File: src/rtl/pong_pkg.sv
// Shared pong definitions: button direction encoding, paddle FSM states,
// screen geometry, and a helper that turns two button levels into a direction.
// No ports (package).
package pong_pkg;

  localparam int SCREEN_H = 480;
  localparam int PADDLE_H = 80;

  typedef enum logic [1:0] {
    NONE = 2'b00,
    UP   = 2'b01,
    DN   = 2'b10
  } dir_e;

  typedef enum logic [1:0] {
    IDLE,
    DELAY,
    REPEAT,
    FAST
  } paddle_state_e;

  // Both buttons held (or neither) resolves to NONE.
  function automatic dir_e dir_decode(input logic up, input logic dn);
    if (up && !dn)      return UP;
    else if (dn && !up) return DN;
    else                return NONE;
  endfunction

endpackage

File: src/rtl/paddle_clamp_step.sv
// Combinational saturating move of a paddle position by one step.
// Ports:
//   pos_i  [POS_W-1:0]  current position
//   step_i [POS_W-1:0]  step magnitude
//   up_i                1 = move toward POS_MIN, 0 = move toward POS_MAX
//   pos_o  [POS_W-1:0]  moved position, clamped to [POS_MIN, POS_MAX]
module paddle_clamp_step #(
  parameter int POS_W   = 10,
  parameter int POS_MIN = 0,
  parameter int POS_MAX = 400
) (
  input  logic [POS_W-1:0] pos_i,
  input  logic [POS_W-1:0] step_i,
  input  logic             up_i,
  output logic [POS_W-1:0] pos_o
);

  localparam logic [POS_W:0] MIN_X = (POS_W+1)'(POS_MIN);
  localparam logic [POS_W:0] MAX_X = (POS_W+1)'(POS_MAX);

  logic [POS_W:0] pos_x;
  logic [POS_W:0] step_x;
  logic [POS_W:0] sum_x;
  logic [POS_W:0] res_x;

  // One extra bit keeps both the subtract guard and the add free of wrap.
  always_comb begin
    pos_x  = {1'b0, pos_i};
    step_x = {1'b0, step_i};
    sum_x  = pos_x + step_x;
    res_x  = pos_x;
    if (up_i) begin
      if (pos_x < MIN_X + step_x) res_x = MIN_X;
      else                        res_x = pos_x - step_x;
    end else begin
      if (sum_x > MAX_X) res_x = MAX_X;
      else               res_x = sum_x;
    end
    pos_o = POS_W'(res_x);
  end

endmodule

File: src/rtl/paddle_ctrl.sv
// Paddle position controller: turns debounced up/down levels into a paddle Y.
// A fresh press moves one STEP immediately; holding for HOLD_TICKS ticks starts
// auto-repeat every REPEAT_TICKS ticks, switching to FAST_STEP after
// ACCEL_MOVES repeat moves. Position is clamped to [POS_MIN, POS_MAX].
// Ports:
//   clk, rst         clock; asynchronous active-high reset
//   tick             one-clk sample/frame strobe
//   up_db, down_db   debounced button levels (1 = held)
//   game_en          1 = paddle may move
//   recenter         synchronous load of POS_RST
//   pos              registered paddle Y
//   at_top, at_bot   registered pos==POS_MIN / pos==POS_MAX
//   moving           registered, FSM not IDLE
module paddle_ctrl
  import pong_pkg::*;
#(
  parameter int POS_W        = 10,
  parameter int POS_MIN      = 0,
  parameter int POS_MAX      = SCREEN_H - PADDLE_H,
  parameter int POS_RST      = 200,
  parameter int STEP         = 4,
  parameter int FAST_STEP    = 8,
  parameter int HOLD_TICKS   = 8,
  parameter int REPEAT_TICKS = 2,
  parameter int ACCEL_MOVES  = 16
) (
  input  logic             clk,
  input  logic             rst,
  input  logic             tick,
  input  logic             up_db,
  input  logic             down_db,
  input  logic             game_en,
  input  logic             recenter,
  output logic [POS_W-1:0] pos,
  output logic             at_top,
  output logic             at_bot,
  output logic             moving
);

  localparam int TMAX   = (HOLD_TICKS > REPEAT_TICKS) ? HOLD_TICKS : REPEAT_TICKS;
  localparam int TCNT_W = (TMAX > 1) ? $clog2(TMAX) : 1;
  localparam int MCNT_W = $clog2(ACCEL_MOVES + 1);

  localparam logic [TCNT_W-1:0] HOLD_LAST   = TCNT_W'(HOLD_TICKS - 1);
  localparam logic [TCNT_W-1:0] REPEAT_LAST = TCNT_W'(REPEAT_TICKS - 1);
  localparam logic [MCNT_W-1:0] ACCEL_N     = MCNT_W'(ACCEL_MOVES);

  paddle_state_e     state_q, state_d;
  dir_e              dir, prev_dir_q;
  logic [TCNT_W-1:0] tick_cnt_q, tick_cnt_d;
  logic [MCNT_W-1:0] move_cnt_q, move_cnt_d;
  logic [POS_W-1:0]  pos_q, pos_d;
  logic              at_top_q, at_bot_q, moving_q;

  logic              press;
  logic              do_move;
  logic [POS_W-1:0]  step_sel;
  logic [POS_W-1:0]  moved_pos;

  assign dir   = dir_decode(up_db, down_db);
  assign press = (dir != NONE) && (dir != prev_dir_q);

  paddle_clamp_step #(
    .POS_W   (POS_W),
    .POS_MIN (POS_MIN),
    .POS_MAX (POS_MAX)
  ) u_clamp (
    .pos_i  (pos_q),
    .step_i (step_sel),
    .up_i   (dir == UP),
    .pos_o  (moved_pos)
  );

  // Control: priority recenter > disable > no direction > press edge > FSM.
  always_comb begin
    state_d    = state_q;
    tick_cnt_d = tick_cnt_q;
    move_cnt_d = move_cnt_q;
    do_move    = 1'b0;
    step_sel   = POS_W'(STEP);
    if (recenter || !game_en || dir == NONE) begin
      state_d    = IDLE;
      tick_cnt_d = '0;
      move_cnt_d = '0;
    end else if (press) begin
      do_move    = 1'b1;
      state_d    = DELAY;
      tick_cnt_d = '0;
      move_cnt_d = '0;
    end else begin
      unique case (state_q)
        IDLE: ;
        DELAY: begin
          if (tick) begin
            if (tick_cnt_q == HOLD_LAST) begin
              do_move    = 1'b1;
              tick_cnt_d = '0;
              state_d    = REPEAT;
            end else begin
              tick_cnt_d = tick_cnt_q + TCNT_W'(1);
            end
          end
        end
        REPEAT, FAST: begin
          if (state_q == FAST) step_sel = POS_W'(FAST_STEP);
          if (tick) begin
            if (tick_cnt_q == REPEAT_LAST) begin
              do_move    = 1'b1;
              tick_cnt_d = '0;
              if (move_cnt_q != ACCEL_N) move_cnt_d = move_cnt_q + MCNT_W'(1);
              if (move_cnt_d == ACCEL_N) state_d = FAST;
            end else begin
              tick_cnt_d = tick_cnt_q + TCNT_W'(1);
            end
          end
        end
        default: state_d = IDLE;
      endcase
    end
  end

  always_comb begin
    pos_d = pos_q;
    if (recenter)     pos_d = POS_W'(POS_RST);
    else if (do_move) pos_d = moved_pos;
  end

  always_ff @(posedge clk or posedge rst) begin
    if (rst) begin
      state_q    <= IDLE;
      prev_dir_q <= NONE;
      tick_cnt_q <= '0;
      move_cnt_q <= '0;
      pos_q      <= POS_W'(POS_RST);
      at_top_q   <= 1'b0;
      at_bot_q   <= 1'b0;
      moving_q   <= 1'b0;
    end else begin
      state_q    <= state_d;
      prev_dir_q <= dir;
      tick_cnt_q <= tick_cnt_d;
      move_cnt_q <= move_cnt_d;
      pos_q      <= pos_d;
      at_top_q   <= (pos_d == POS_W'(POS_MIN));
      at_bot_q   <= (pos_d == POS_W'(POS_MAX));
      moving_q   <= (state_d != IDLE);
    end
  end

  assign pos    = pos_q;
  assign at_top = at_top_q;
  assign at_bot = at_bot_q;
  assign moving = moving_q;

endmodule

File: config.mk
export PLATFORM = sky130hd
export DESIGN_NAME = paddle_ctrl
export DESIGN_NICKNAME = d
export VERILOG_FILES = /design/src/rtl/pong_pkg.sv /design/src/rtl/paddle_clamp_step.sv /design/src/rtl/paddle_ctrl.sv
export SDC_FILE = /design/constraint.sdc
export NUM_CORES = 1
export LEC_CHECK = 0
export BUFFER_PORTS_ARGS = -buffer_cell sky130_fd_sc_hd__buf_2
export CAP_MARGIN = 0
export CORE_UTILIZATION = 59
export CTS_CLUSTER_DIAMETER = 120
export DETAILED_ROUTE_END_ITERATION = 10
export GPL_TIMING_DRIVEN = 0
export PLACE_DENSITY = 0.8
export SYNTH_ARGS = -nofsm -noshare
export SYNTH_HDL_FRONTEND = slang
export SYNTH_SLANG_ARGS = --single-unit
File: constraint.sdc
create_clock -name clk -period 4.5 [get_ports clk]
set_input_delay 0 -clock clk [delete_from_list [all_inputs] [get_ports clk]]
set_output_delay 0 -clock clk [all_outputs]
set_load 0.01 [all_outputs]
# After elaboration in Yosys (flattened, before gate mapping)
# Index checks and enable logic that the tools add are counted.
[classes]
addsub = 4
magnitude_cmp = 2
eq_ne = 12
muxes = 44
reduce_logical = 19
[op_table]
columns = ["cell", "count"]
rows = [
  ["5-bit two-way mux", 11],
  ["10-bit two-way mux", 5],
  ["2-bit two-way mux", 9],
  ["3-bit two-way mux", 6],
  ["4-bit two-way mux", 4],
  ["10-bit by 4-bit adder with 11-bit output", 1],
  ["11-bit by 9-bit greater-than comparator with 1-bit output, second input constant", 1],
  ["10-bit by 9-bit equality test with 1-bit output, second input constant", 1],
  ["10-bit logical NOT", 1],
  ["10-bit by 4-bit less-than comparator with 1-bit output", 1],
  ["10-bit by 4-bit subtractor with 10-bit output", 1],
  ["3-bit nonzero test", 3],
  ["4-bit inequality test, second input constant", 2],
  ["1-bit two-way mux", 6],
  ["3-bit one-hot mux with 2 select lines", 1],
  ["3-bit AND reduction", 2],
  ["5-bit by 1-bit adder with 5-bit output, second input constant", 1],
  ["5-bit equality test, second input constant", 1],
  ["5-bit inequality test, second input constant", 1],
  ["2-bit by 1-bit equality test with 1-bit output, second input constant", 2],
  ["2-bit equality test, second input constant", 2],
  ["2-bit one-hot mux with 2 select lines", 1],
  ["2-bit nonzero test", 2],
  ["4-bit nonzero test", 1],
  ["10 further kinds", 15],
]
[totals]
ff_bits = 25
inputBits = 7
output_inout_bits = 13
wordCells = 89

# Depth between registers and ports, before layout
[logic_depth]
depth_word = 16
mapped_depth = 17
depth_no_buf = 17

# Hierarchy
# Synthesis repeated with hierarchy kept, for this count alone.
[unflattened]
cells_unflattened = 305
area_unflattened_um2 = 2605.0
[modules_own_cells]
columns = ["mod", "instances", "cells_each", "area_per_inst_um2", "seq_area_each_um2"]
rows = [
  ["paddle_ctrl", 1, 140, 1397.6, 629.4],
  ["paddle_clamp_step", 1, 165, 1207.4, 0.0],
]

# Worst setup path after synthesis
# Ideal clock, no wire load.
[synth_path]
path_type = "in2reg"
from = "in up_db"
to = "reg at_bot_q (netlist: at_bot)"
setup_time_ns = 0.121
arrival_ns = 3.444
required_time_ns = 4.379
setup_slack_ns = 0.935
stages = 15
path_buffers = 0
cell_sequence = "inv_1 -> ha_1 -> nor3b_1 -> nand3_1 -> inv_1 -> nand3_1 -> fa_1 -> and2b_1 -> nand3_1 -> xor2_1 -> or4b_1 -> o21ai_2 -> and2_1 -> a22o_1 -> and4bb_1"
[synth_between]
elab_chain_cells = 15
elab_cells_between_ends = 25
cone_classes = "add/sub: 2; order compare: 2; eq/ne: 3; mux: 11; reduce/logical: 7"
[synth_rtl]
columns = ["element", "line", "source"]
rows = [
  ["from (decl)", "paddle_ctrl.sv:30", "input logic up_db,"],
  ["1-bit logical NOT", "pong_pkg.sv:25", "else if (dn && !up) return DN;"],
  ["1-bit logical AND", "pong_pkg.sv:25", ""],
  ["2-bit two-way mux", "pong_pkg.sv:25", ""],
  ["2-bit two-way mux *", "pong_pkg.sv:24", "if (up && !dn) return UP;"],
  ["2-bit inequality test / 2-bit nonzero test (equally long branches)", "paddle_ctrl.sv:61", "assign press = (dir != NONE) && (dir != prev_dir_q);"],
  ["1-bit logical AND", "paddle_ctrl.sv:61", ""],
  ["4-bit two-way mux", "paddle_ctrl.sv:85", "end else if (press) begin"],
  ["4-bit two-way mux", "paddle_ctrl.sv:81", "if (recenter || !game_en || dir == NONE) begin"],
  ["10-bit by 4-bit adder with 11-bit output", "paddle_clamp_step.sv:30", "sum_x = pos_x + step_x;"],
  ["11-bit by 9-bit greater-than comparator with 1-bit output", "paddle_clamp_step.sv:36", "if (sum_x > MAX_X) res_x = MAX_X;"],
  ["10-bit two-way mux", "paddle_clamp_step.sv:36", ""],
  ["10-bit two-way mux", "paddle_clamp_step.sv:32", "if (up_i) begin"],
  ["10-bit two-way mux *", "paddle_ctrl.sv:125", "else if (do_move) pos_d = moved_pos;"],
  ["10-bit two-way mux *", "paddle_ctrl.sv:124", "if (recenter) pos_d = POS_W'(POS_RST);"],
  ["10-bit by 9-bit equality test with 1-bit output *", "paddle_ctrl.sv:145", "at_bot_q <= (pos_d == POS_W'(POS_MAX));"],
  ["to (signal assigned)", "paddle_ctrl.sv:145", ""],
  ["to (decl)", "paddle_ctrl.sv:53", "logic at_top_q, at_bot_q, moving_q;"],
]
# Every way passes the cells marked *; elsewhere a longest branch is shown, timed or not.
# A chain may end at the register's enable or synchronous reset.

# Worst setup path after layout
[layout_path]
from = "in down_db"
to = "reg at_bot_q (netlist: at_bot)"
[layout_between]
elab_chain_cells = 14
elab_cells_between_ends = 25
cone_classes = "add/sub: 2; order compare: 2; eq/ne: 3; mux: 11; reduce/logical: 7"
[layout_rtl]
columns = ["element", "line", "source"]
rows = [
  ["from (decl)", "paddle_ctrl.sv:31", "input logic down_db,"],
  ["1-bit logical AND / 1-bit logical NOT (equally long branches)", "pong_pkg.sv:25, pong_pkg.sv:24", ""],
  ["2-bit two-way mux / 1-bit logical AND (equally long branches)", "pong_pkg.sv:25, pong_pkg.sv:24", ""],
  ["2-bit two-way mux *", "pong_pkg.sv:24", ""],
  ["2-bit inequality test / 2-bit nonzero test (equally long branches)", "paddle_ctrl.sv:61", ""],
  ["1-bit logical AND", "paddle_ctrl.sv:61", ""],
  ["4-bit two-way mux", "paddle_ctrl.sv:85", ""],
  ["4-bit two-way mux", "paddle_ctrl.sv:81", ""],
  ["10-bit by 4-bit adder with 11-bit output", "paddle_clamp_step.sv:30", ""],
  ["11-bit by 9-bit greater-than comparator with 1-bit output", "paddle_clamp_step.sv:36", ""],
  ["10-bit two-way mux", "paddle_clamp_step.sv:36", ""],
  ["10-bit two-way mux", "paddle_clamp_step.sv:32", ""],
  ["10-bit two-way mux *", "paddle_ctrl.sv:125", ""],
  ["10-bit two-way mux *", "paddle_ctrl.sv:124", ""],
  ["10-bit by 9-bit equality test with 1-bit output *", "paddle_ctrl.sv:145", ""],
]
# Marks and branches as above.

==> flow_summary.yaml <==
logic_synthesis:
  ys_async_sr_fraction: 1.00
  yosysWarnings: 0
  synth_compound_area_frac: 0.216
  synthMuxAreaShare: 0.0229
  synth-edff-count: 0
  synthSimpleGateAreaFrac: 0.232
  yosysMostFrequentCell: "nand2_1"
  synthDistinctLibCells: 58
  synth-xor-area-share: 0.0458
  synth_common_cells: "nand2_1, dfrtp_1, inv_1, a21oi_1, nor2_1"
  avgSynthCellArea_um2: 8.62
  synth_top_family_by_area: "simple AND/OR/NAND/NOR gates"
  ys_seq_area_frac: 0.329
  netlist.area_leader.share: 0.288
  ys_top_cells_by_area: "dfrtp_1, ha_1, nand2_1"
  syn_nets: 242
  synth_ff_type: "dfrtp_1"
  synth_area_mm2: 0.00191
  synthAdderAreaFrac: 0.0928
  syn_inst: 222
  ys_seq_elements: 25
  synth_largest_area_cell: "dfrtp_1"
worst_hold_path:
  hold_depth: 3
  hp-class: "input pin to flip-flop"
finish:
  fin_util: 0.698
  insertedDiodeCount: 0
  final_nets: 269
  layoutNonFillerInstCount: 292
  synthToLayoutAreaGrowth_pct: 12.2
  fillers: 262
  drive_above_1_share: 0.185
timing:
  worst_pin_slew_ps: 930
  hold_violations: 0
  finalSetupViolCount: 0
  drv_slew: 0
  max_freq_mhz: 236
  post-route-period-util: 0.942
  layout_min_cycle_time_ps: 4240
  relSlewSlack: 0.380
  fin_ws_ps: 260
  whs_ps: 41.2
  finalClockSkew_ps: 3.86
routing:
  drtIter0Drc: 112
  routed_wl_mm: 4.36
  via_per_inst: 5.82
  drc: 0
  detail_route.wl_per_cell_um: 14.9
  dr.pass1.iters: 5
  vias: 1700
  ant_nets: 0
outcome:
  outcome: "complete, no violations"
worst_setup_path:
  setup.worst_path.start_class: "input pin"
  crit_slowest_cell: "or4b_1"
  cp-end-kind: "flip-flop"
  crit_chain: "dlygate4sd3_1 -> buf_2 -> ha_1 -> nor3b_2 -> nand3_2 -> inv_1 -> nand3_1 -> fa_1 -> and2b_1 -> nand3_1 -> xor2_1 -> or4b_1 -> o2111ai_1 -> nand4_1 -> nand4_1 -> and4bb_1"
  max_stage_delay_ps: 640
  rr_worst_depth: 15
  crit_required_ps: 4730
  cp_max_fo: 10
  arrival_ps: 4470
  path_class: "input pin to flip-flop"
global_routing:
  grt.overflow.total: 0
  grt_max_degree: 26
  track_usage: 0.279
  grt_pass1_wl_mm: 7.24
  grt_pass1_vias: 1560
  antenna_found_initial: 0
cts:
  root_buffer: "clkbuf_4"
  cts_buffers: 3
  post-cts-setup-buffer-count: 0
  clkSlewWorstSetupHoldPaths_ps: 140
  clk-insertion-delay-late_ps: 320
  cts_sinks: 25
  ctsHtreeMaxLevel: 1
  cts_tree: "yes"
  clockBufferDepth: 2
pwr:
  p_leak_nw: 0.934
  ir_drop_mv: 0.152
  power.density_mw_per_mm2: 191
placed_design:
  place_hpwl_mm: 3.33
  dp_slack_ps: 216
  dp.cells: 284
  place_congestion: 0.956
  io_buffers: 18
die:
  core-area_mm2: 0.00308
  die_w_um: 59.0
  die_h_um: 59.0
  die_area_mm2: 0.00348
  initial_core_util: 0.622
  std_cell_rows: 20
  pin_count: 20
run:
  maxCapViolations: 0
## worst paths after layout
| kind | start | to | slack [ps] |
|---|---|---|---|
| max | down_db | at_bot | 260 |
| min | up_db | prev_dir_q[1] | 40 |
| max reg2reg | prev_dir_q[1] | at_bot | 570 |
| min reg2reg | tick_cnt_q[2] | tick_cnt_q[2] | 580 |
| max in group asynchronous | rst | pos[9] | 3540 |
| min in group asynchronous | rst | at_bot | 400 |
## cell families after synthesis
group / after synthesis
muxes: 4
DFF: 25
adders and majority gates: 13
xor gates and xnor gates: 10
buffers and inverters: 27
and+or+nand+nor: 83
AOI/OAI and AO/OA: 60
## stage by stage
| step | setup TNS (ps) | area [um^2] | total power [mW] |
|---|---|---|---|
| finish | 0 | 2150 | 0.410 |
| global route | -47.5 | 2150 | 0.430 |
| CTS | 0 | 2130 | 0.410 |
| detailed placement | 0 | 2060 | 0.305 |
| global placement | 0 | 2060 | 0.304 |
| floorplan | 0 | 1910 | 0.286 |
## where the power goes
part / internal, mW / switching [mW]
registers: 0.230 / 0.00391
clock network: 0.0340 / 0.0708
logic: 0.0282 / 0.0432
total: 0.292 / 0.118
## area by class of cell
| class | instances | area (um^2) | area share |
|---|---|---|---|
| tap | 44 | 55.1 | 0.0256 |
| clock buffer | 3 | 22.5 | 0.0105 |
| multi-input combinational | 170 | 1180 | 0.551 |
| buffer | 8 | 47.5 | 0.0221 |
| sequential | 25 | 629 | 0.293 |
| timing repair buffer | 22 | 130 | 0.0606 |
| inverter | 19 | 71.3 | 0.0332 |
| clock inverter | 1 | 7.51 | 0.00350 |
## registers in the layout, indices dropped and copies added (netlist names)
register	flops
prev_dir_q	2
state_q	2
at_bot	1
move_cnt_q	5
pos	10
moving	1
tick_cnt_q	3
at_top	1
## repair_timing
action,4_1_cts,5_1_grt
hold buffers,4,0
endpoints found under the setup margin,0,8
resized for setup,0,4
hold endpoints to repair,28,0
## cells in the final DEF, fill, tap and decap left out, types with 5 or more instances in the layout
cell type,netlist,layout
o21ai_0,12,12
inv_1,19,19
xnor2_1,5,5
nor2_1,15,15
xor2_1,5,5
dfrtp_1,22,22
nor3_1,5,5
nand2_1,24,24
buf_2,2,20
a21oi_1,17,17
ha_1,11,10
nand3_1,8,7
## routing by layer
| metal | vias to the layer above | track usage | wire length (um) |
|---|---|---|---|
| met3 | 2 | 0.0418 | 141 |
| met4 | 0 | 0.0680 | 21 |
| met2 | 39 | 0.492 | 2240 |
| met1 | 809 | 0.357 | 1950 |
| met5 | - | 0 | 0 |
| li1 | 850 | - | - |
## critical path, delay by kind of cell
| kind | cells | cell delay, ps |
|---|---|---|
| simple gates | 9 | 2490 |
| compound gates | 1 | 180 |
| xor+xnor | 1 | 210 |
| buf+inv | 3 | 780 |
| fa+ha+maj | 2 | 800 |
No activity file was read; power rests on OpenSTA's default activity.
